==> src/rtl/nn_pkg.sv <==
// rtl/nn_pkg.sv - shared constants and FSM encoding for the NN input sequencer
package nn_pkg;

  localparam int DATA_W = 16;
  localparam int FRAC_W = 10;
  localparam logic signed [DATA_W-1:0] ONE_VAL = 16'sh0400;

  typedef enum logic {
    ST_MANUAL = 1'b0,
    ST_AUTO   = 1'b1
  } seq_state_t;

endpackage

==> src/rtl/nn_input_sequencer_if.sv <==
// rtl/nn_input_sequencer_if.sv - switch input and NN core input bundle
interface nn_input_sequencer_if
  import nn_pkg::*;
#(
  parameter int W = DATA_W
);

  logic [2:0]          sw;
  logic signed [W-1:0] input_k_1;
  logic signed [W-1:0] input_k_2;
  logic                sample_valid;
  logic [1:0]          pattern_idx;
  logic                auto_mode;

  modport master (
    input  sw,
    output input_k_1, input_k_2, sample_valid, pattern_idx, auto_mode
  );

  modport slave (
    output sw,
    input  input_k_1, input_k_2, sample_valid, pattern_idx, auto_mode
  );

endinterface

==> src/rtl/sw_debounce.sv <==
// rtl/sw_debounce.sv - 2-flop synchroniser plus whole-vector counter debounce
module sw_debounce #(
  parameter int W            = 3,
  parameter int DEBOUNCE_CYC = 50000
) (
  input  logic         clk,
  input  logic         rst_n,
  input  logic [W-1:0] raw,
  output logic [W-1:0] stable
);

  localparam int CNT_W = (DEBOUNCE_CYC > 1) ? $clog2(DEBOUNCE_CYC) : 1;
  localparam logic [CNT_W-1:0] CNT_MAX = CNT_W'(DEBOUNCE_CYC - 1);

  logic [W-1:0]     sync_1;
  logic [W-1:0]     sync_2;
  logic [W-1:0]     cand;
  logic [CNT_W-1:0] cnt;

  // One counter for the whole vector: any bit moving restarts the stability window.
  always_ff @(posedge clk or negedge rst_n) begin
    if (!rst_n) begin
      sync_1 <= '0;
      sync_2 <= '0;
      cand   <= '0;
      cnt    <= '0;
      stable <= '0;
    end else begin
      sync_1 <= raw;
      sync_2 <= sync_1;
      if (sync_2 != cand) begin
        cand <= sync_2;
        cnt  <= '0;
      end else if (cnt == CNT_MAX) begin
        stable <= cand;
      end else begin
        cnt <= cnt + 1'b1;
      end
    end
  end

endmodule

==> src/rtl/nn_input_sequencer.sv <==
// rtl/nn_input_sequencer.sv - debounced switches to NN core input patterns
// Manual pattern from sw[1:0], or auto-cycling through all four while sw[2] is set.
module nn_input_sequencer #(
  parameter int                                 DATA_W       = nn_pkg::DATA_W,
  parameter int                                 DEBOUNCE_CYC = 50000,
  parameter int                                 HOLD_CYC     = 100000,
  parameter logic signed [nn_pkg::DATA_W-1:0]   ONE_VAL      = nn_pkg::ONE_VAL
) (
  input logic                  clk,
  input logic                  res,
  nn_input_sequencer_if.master bus
);

  import nn_pkg::*;

  localparam int HOLD_W = (HOLD_CYC > 1) ? $clog2(HOLD_CYC) : 1;
  localparam logic [HOLD_W-1:0] HOLD_MAX = HOLD_W'(HOLD_CYC - 1);

  logic [2:0]               sw_stable;
  seq_state_t               state;
  logic [1:0]               idx;
  logic [1:0]               nxt_idx;
  logic [HOLD_W-1:0]        hold_cnt;
  logic signed [DATA_W-1:0] k_1;
  logic signed [DATA_W-1:0] k_2;
  logic                     valid;

  sw_debounce #(
    .W            (3),
    .DEBOUNCE_CYC (DEBOUNCE_CYC)
  ) u_sw_debounce (
    .clk    (clk),
    .rst_n  (res),
    .raw    (bus.sw),
    .stable (sw_stable)
  );

  // Mode change takes priority over hold expiry; entering auto keeps the current pattern.
  always_comb begin
    nxt_idx = idx;
    case (state)
      ST_MANUAL: nxt_idx = sw_stable[2] ? idx : sw_stable[1:0];
      ST_AUTO: begin
        if (!sw_stable[2]) begin
          nxt_idx = sw_stable[1:0];
        end else if (hold_cnt == HOLD_MAX) begin
          nxt_idx = idx + 2'd1;
        end
      end
      default: nxt_idx = idx;
    endcase
  end

  always_ff @(posedge clk or negedge res) begin
    if (!res) begin
      state    <= ST_MANUAL;
      hold_cnt <= '0;
      idx      <= '0;
      k_1      <= '0;
      k_2      <= '0;
      valid    <= 1'b0;
    end else begin
      idx   <= nxt_idx;
      k_1   <= nxt_idx[1] ? ONE_VAL : '0;
      k_2   <= nxt_idx[0] ? ONE_VAL : '0;
      valid <= (nxt_idx != idx);
      case (state)
        ST_MANUAL: begin
          hold_cnt <= '0;
          if (sw_stable[2]) state <= ST_AUTO;
        end
        ST_AUTO: begin
          if (!sw_stable[2]) begin
            state    <= ST_MANUAL;
            hold_cnt <= '0;
          end else if (hold_cnt == HOLD_MAX) begin
            hold_cnt <= '0;
          end else begin
            hold_cnt <= hold_cnt + 1'b1;
          end
        end
        default: state <= ST_MANUAL;
      endcase
    end
  end

  assign bus.input_k_1    = k_1;
  assign bus.input_k_2    = k_2;
  assign bus.sample_valid = valid;
  assign bus.pattern_idx  = idx;
  assign bus.auto_mode    = (state == ST_AUTO);

endmodule
==> src/flat_wrapper.sv <==
// flat-port wrapper written by rule: the top's interface ports become plain ports
module nn_input_sequencer_flat import nn_pkg::*;
#(
  parameter int                                 DATA_W       = nn_pkg::DATA_W,
  parameter int                                 DEBOUNCE_CYC = 50000,
  parameter int                                 HOLD_CYC     = 100000,
  parameter logic signed [nn_pkg::DATA_W-1:0]   ONE_VAL      = nn_pkg::ONE_VAL
)
  (clk, res, bus_sw, bus_input_k_1, bus_input_k_2, bus_sample_valid, bus_pattern_idx, bus_auto_mode);
  nn_input_sequencer_if bus_i ();
  input logic clk;
  input logic res;
  input wire logic [$bits(bus_i.sw)-1:0] bus_sw;
  output wire logic [$bits(bus_i.input_k_1)-1:0] bus_input_k_1;
  output wire logic [$bits(bus_i.input_k_2)-1:0] bus_input_k_2;
  output wire logic [$bits(bus_i.sample_valid)-1:0] bus_sample_valid;
  output wire logic [$bits(bus_i.pattern_idx)-1:0] bus_pattern_idx;
  output wire logic [$bits(bus_i.auto_mode)-1:0] bus_auto_mode;
  assign bus_i.sw = bus_sw;
  assign bus_input_k_1 = bus_i.input_k_1;
  assign bus_input_k_2 = bus_i.input_k_2;
  assign bus_sample_valid = bus_i.sample_valid;
  assign bus_pattern_idx = bus_i.pattern_idx;
  assign bus_auto_mode = bus_i.auto_mode;
  nn_input_sequencer #(.DATA_W(DATA_W), .DEBOUNCE_CYC(DEBOUNCE_CYC), .HOLD_CYC(HOLD_CYC), .ONE_VAL(ONE_VAL)) u_core (.clk(clk), .res(res), .bus(bus_i));
endmodule
==> config.mk <==
export PLATFORM = sky130hd
export DESIGN_NAME = nn_input_sequencer_flat
export DESIGN_NICKNAME = d
export VERILOG_FILES = /design/src/rtl/nn_pkg.sv /design/src/rtl/nn_input_sequencer_if.sv /design/src/rtl/sw_debounce.sv /design/src/rtl/nn_input_sequencer.sv /design/src/flat_wrapper.sv
export SDC_FILE = /design/constraint.sdc
export NUM_CORES = 1
export LEC_CHECK = 0
export ABC_AREA = 1
export ABC_CLOCK_PERIOD_IN_PS = 4000
export BUFFER_PORTS_ARGS = -buffer_cell sky130_fd_sc_hd__buf_2
export CORE_MARGIN = 5
export CORE_UTILIZATION = 61
export CTS_CLUSTER_DIAMETER = 80
export DETAILED_ROUTE_END_ITERATION = 12
export PLACE_DENSITY_LB_ADDON = 0.2
export SLEW_MARGIN = 20
export SYNTH_ARGS = -nofsm -noshare
export SYNTH_HDL_FRONTEND = slang
export SYNTH_SLANG_ARGS = --single-unit
==> constraint.sdc <==
create_clock -name clk -period 4 [get_ports clk]
set_clock_uncertainty 0.2 [all_clocks]
set_input_delay 0.2 -clock clk [delete_from_list [all_inputs] [get_ports clk]]
set_output_delay 0.2 -clock clk [all_outputs]
set_load 0.005 [all_outputs]
After elaboration in Yosys (flattened, before gate mapping) --
Index checks and enable logic that the tools add are counted.
Storage, ports and cells: latch bits 0, input port bits 5, bits in registers 81, memory bits (read-only) 0, memories 0, memory bits (writable) 0, output and inout port bits 36
Cells by class: add/subtract/negate cells 3, multiplexer cells 12, reductions and logical operators 1, bitwise operators 2, order comparisons 0, div/mod/pow operators 0, shift-type cells 0, equality and inequality tests 5, multiply operators 0
Operators by type and width (count):
- 17-bit 2-to-1 mux | 2
- 17-bit one-hot mux with 2 select lines | 1
- 16-bit 2-to-1 mux | 2
- 11-bit 2-to-1 mux | 2
- 17-bit by 1-bit adder with 17-bit output, second input constant | 1
- 17-bit == test, second input constant | 1
- 16-bit by 1-bit adder with 16-bit output, second input constant | 1
- 16-bit == test, second input constant | 1
- 2-bit 2-to-1 mux | 3
- 2-bit one-hot mux with 2 select lines | 1
- 3-bit inequality test | 1
- 2-bit by 1-bit adder with 2-bit output, second input constant | 1
- 2-bit inequality test | 1
- 2-bit inequality test, second input constant | 1
- 1-bit inverter | 2
- 2-bit AND reduction | 1
- 1-bit 2-to-1 mux | 1

Longest topological paths before layout --
word-level depth 5, depth in mapped cells 11, depth with buffers taken out 11

Hierarchy --
Synthesis repeated with hierarchy kept, for this count alone.
Second synthesis, totals: cell total of the unflattened synthesis 394, area, all modules 2932.8 um^2
By module, submodules not included:
- nn_input_sequencer | cells an instance 196, area an instance 1475.2 um^2, instances 1, seq. area each 525.5 um^2
- sw_debounce | cells an instance 198, area an instance 1457.6 um^2, instances 1, seq. area each 700.7 um^2

Worst setup path after synthesis --
OpenSTA, ideal clock, no wires.
path type register to register, start register u_core.hold_cnt[0], end register u_core.hold_cnt[16], path buffers 0, setup slack 2.346 ns, data required time 3.682 ns, clock period less this slack 1.654 ns, stages on the path, launching flop included 11, arrival time 1.336 ns, cells stage by stage dfrtp_1 -> ha_1 -> nand3_1 -> inv_1 -> nand2_1 -> nor2_2 -> nand3_2 -> nor2_4 -> nand2_1 -> nand2_1 -> nor2_1
Between the ends: longest elaborated chain between the ends 4
RTL lines:
- from (decl) | RTL line nn_input_sequencer.sv:23 | logic [HOLD_W-1:0] hold_cnt;
- from (signal assigned) | RTL line nn_input_sequencer.sv:79 | hold_cnt <= hold_cnt + 1'b1;
- 17-bit by 1-bit adder with 17-bit output / 17-bit == test (equally long branches) | RTL line nn_input_sequencer.sv:79, nn_input_sequencer.sv:76
- 17-bit 2-to-1 mux * | RTL line nn_input_sequencer.sv:76 | end else if (hold_cnt == HOLD_MAX) begin
- 17-bit 2-to-1 mux * | RTL line nn_input_sequencer.sv:73 | if (!sw_stable[2]) begin
- 17-bit one-hot mux with 2 select lines * | RTL line nn_input_sequencer.sv:67 | case (state)
Every way passes the cells marked *; elsewhere a longest branch is shown, timed or not. A chain may end at the register's enable or synchronous reset.

Final worst setup path --
start register u_core.u_sw_debounce.cand[0], end register u_core.u_sw_debounce.cnt[1]
Between the ends: longest elaborated chain between the ends 2
RTL lines:
- from (decl) | RTL line sw_debounce.sv:17 | logic [W-1:0] cand;
- from (signal assigned) | RTL line sw_debounce.sv:32 | cand <= sync_2;
- 3-bit inequality test * | RTL line sw_debounce.sv:31 | if (sync_2 != cand) begin
- 2-bit inequality test (no source line) / 16-bit 2-to-1 mux (equally long branches)
- to (signal assigned) | RTL line sw_debounce.sv:37 | cnt <= cnt + 1'b1;
- to (decl) | RTL line sw_debounce.sv:18 | logic [CNT_W-1:0] cnt;
Marks and branches as above.

==> impl_metrics.ini <==
[run_status]
status = complete, no violations

[timing]
setup_viol = 0
fin_crit_ns = 2.00
rsz0062_at_grt = no
maxSlewViolCount = 0
fin_crit_sh = 0.500
fmax_ghz = 0.500
hold_viol_final = 0
slew_headroom = 0.608
worst_pin_slew_ns = 0.587
setup_tns_ns = 0

[layout]
antenna_cells = 0
layout_commonest_cell = nand2_1
multiInputGateArea_mm2 = 0.00114
syn_to_final_growth_pct = 3.79
utilization = 0.646
drive_gt1_frac = 0.125
nFillCells = 378
fin_nets = 343
final_cell_mix = 59 x nand2_1, 49 x dfrtp_1, 38 x inv_1, 36 x nor2_1, 30 x conb_1
seq_area_mm2 = 0.00123

[clock_network]
path_clk_slew_ns = 0.10
cts_sinks = 49
numCtsBuffers = 5
h-tree-depth = 2
clk_latency_ns = 0.30
cts_tree = yes
post_cts_buffers = 0
cts_root_buffer = clkbuf_8
clockBufferDepth = 2

[yosys]
yosysWarnings = 0
postSynthAreaPerCell_um2 = 8.30
synth_compound_area_frac = 0.0726
synth-seq-cells = 49
synth_xor_area_frac = 0.0229
netlist_area_mm2 = 0.00267
synth_mux_area_frac = 0
synth_top_family_by_area = simple AND/OR/NAND/NOR gates
synth-simple-area-share = 0.280
synth-adder-area-share = 0.00936
ys_types = 32
seq_area_frac_synth = 0.459
synthCells = 322

[placement]
hpwlAfterDp_um = 3400
io_buffers = 10
place_congestion = 0.834

[critical_path]
critical_path_class = flip-flop to flip-flop
max_stage_delay_ns = 0.40
crit_buf_inv = 1
crit_arrival_ns = 1.99
worstPathRequired_ns = 3.99
crit_fanout = 12
cpLargestDelayFamily = simple AND/OR/NAND/NOR gates
crit_path_end_kind = flip-flop
startpoint_type = flip-flop
slowest_stage = dfrtp_1
cp_cell_sequence = or2_0 > a21oi_1 > nand2_2 > inv_1 > nand2_1 > nand3_1 > o21ai_0

[power_and_ir_drop]
p_sw_uw = 203
p_leak_uw = 0.00130
p_int_uw = 639
switching_share = 0.241
p_per_area_mw_per_mm2 = 304
p_seq_frac = 0.598
clkPwrFrac = 0.364
p_comb_frac = 0.037
vdd_ir_drop_max_uv = 294

[drt]
first_pass_iters = 4
antenna_left = 0
dr_total_vias = 1931
drt_iter0_drc = 63
totalWireLength_um = 4480
wl_per_cell_um = 11.5
drcViolationCount = 0
vias_per_cell = 4.96

[flow_run]
maxCapViolations = 0

[floorplan]
die_h_um = 76.2
die_w_um = 76.2
die_area_mm2 = 0.00580
rows = 24
start_util = 0.622
ioPinCount = 41
core-area_mm2 = 0.00429

[global_routing]
grt_pass1_wl_um = 8000
grt_max_degree = 50
antenna_found_initial = 0
globalRouteOverflowTotal = 0
grt.total_usage = 0.163
grt_pass1_vias = 1865

[hold_path]
hp-class = flip-flop to flip-flop
-- area by class of cell --
class / instances / share of cell area
Tap cell: 52 / 0.0235
Multi-Input combinational cell: 226 / 0.412
Inverter: 40 / 0.0541
Timing Repair Buffer: 14 / 0.0334
Clock inverter: 3 / 0.0104
Clock buffer: 5 / 0.0248
Sequential cell: 49 / 0.442
-- logic make-up after synthesis --
family | Yosys count
fa+ha+maj | 2
simple gates | 151
compound gates | 36
flops | 49
xor+xnor | 7
other cells | 1
buf+inv | 76
-- repair_timing --
item                                   CTS  global route
hold buffers                             4             0
endpoints found under the hold margin   52             0
gates resized for setup                  0             0
-- sequential cells by signal, summed over array words and instances, names as in the netlist --
signal                       flops
u_core.hold_cnt                 17
u_core.u_sw_debounce.cnt        16
u_core.u_sw_debounce.cand        3
u_core.u_sw_debounce.stable      3
u_core.u_sw_debounce.sync_1      3
u_core.u_sw_debounce.sync_2      3
u_core.bus.auto_mode             1
u_core.bus.input_k_1             1
u_core.bus.pattern_idx           1
u_core.bus.sample_valid          1
-- per-stage QoR --
step	total power [µW]	instances	hold slack, ns	cell area [µm²]	setup slack [ns]
after floorplan	551	351	-0.296	2780	2.35
after global placement	541	377	0.109	2630	2.15
after detailed placement	542	377	0.110	2630	2.04
after CTS	854	389	0.164	2770	2.02
after global routing	883	389	0.179	2770	1.80
final	842	389	0.162	2770	2.00
-- cell usage after synthesis --
master	instances	area share
buf_4	32	0.090
conb_1	1	0.0014
nor3_4	2	0.012
buf_6	1	0.0042
nor3b_1	2	0.0056
and2_1	1	0.0023
xnor2_1	2	0.0066
nand4_1	8	0.019
inv_1	38	0.053
a31oi_1	1	0.0023
or2_0	2	0.0047
nor4_1	1	0.0023
a211oi_1	1	0.0028
nand3_2	2	0.0075
o21a_1	1	0.0028
dfrtp_1	49	0.46
clkbuf_1	3	0.0042
a211oi_2	1	0.0047
nor2_2	3	0.0070
nand4_2	1	0.0047
nand2_2	5	0.012
inv_2	2	0.0028
nor3_1	4	0.0075
nand3_1	17	0.032
ha_1	2	0.0094
a21oi_1	18	0.034
nor2_1	36	0.051
nand2_1	59	0.083
nor2_4	2	0.0084
nor3_2	6	0.022
xor2_1	5	0.016
o21ai_0	14	0.026
-- path summary, 6_finish.rpt --
check                                                               from  slack (ns)                                        to  depth (start not counted)
worst max-delay path            u_core.u_sw_debounce.cand[0]$_DFFE_PN0N_        2.00   u_core.u_sw_debounce.cnt[1]$_DFFE_PN0N_                          7
worst min-delay path            u_core.u_sw_debounce.sync_1[2]$_DFF_PN0_        0.16  u_core.u_sw_debounce.sync_2[2]$_DFF_PN0_                          0
worst max register to register  u_core.u_sw_debounce.cand[0]$_DFFE_PN0N_        2.00   u_core.u_sw_debounce.cnt[1]$_DFFE_PN0N_                          7
worst min register to register  u_core.u_sw_debounce.sync_1[2]$_DFF_PN0_        0.16  u_core.u_sw_debounce.sync_2[2]$_DFF_PN0_                          0
max in group asynchronous                                            res        2.97  u_core.u_sw_debounce.cnt[12]$_DFFE_PN0N_                          2
min in group asynchronous                                            res        0.23              u_core.hold_cnt[9]$_DFF_PN0_                          2
-- metal layers --
layer,GRT usage,vias up,part of all wire
met5,0,-,0
met4,0.0472,0,0.015
met3,0.0343,7,0.037
met2,0.297,28,0.51
met1,0.190,904,0.44
li1,-,992,-
-- power groups by stage --
stage	clock network (µW)	registers, µW	logic (µW)
3_5_place_dp	0	514	27.9
3_3_place_gp	0	513	27.4
2_1_floorplan	0	513	37.8
4_1_cts	319	504	31.0
5_1_grt	341	505	37.2
6_report	307	504	31.5
-- worst register-to-register path: stages, from the launching register on --
cell and delay (ns):
dfrtp_1 0.40, or2_0 0.23, a21oi_1 0.19, nand2_2 0.14, inv_1 0.31, nand2_1 0.22
nand3_1 0.11, o21ai_0 0.09
No activity file was read; power rests on OpenSTA's default activity.
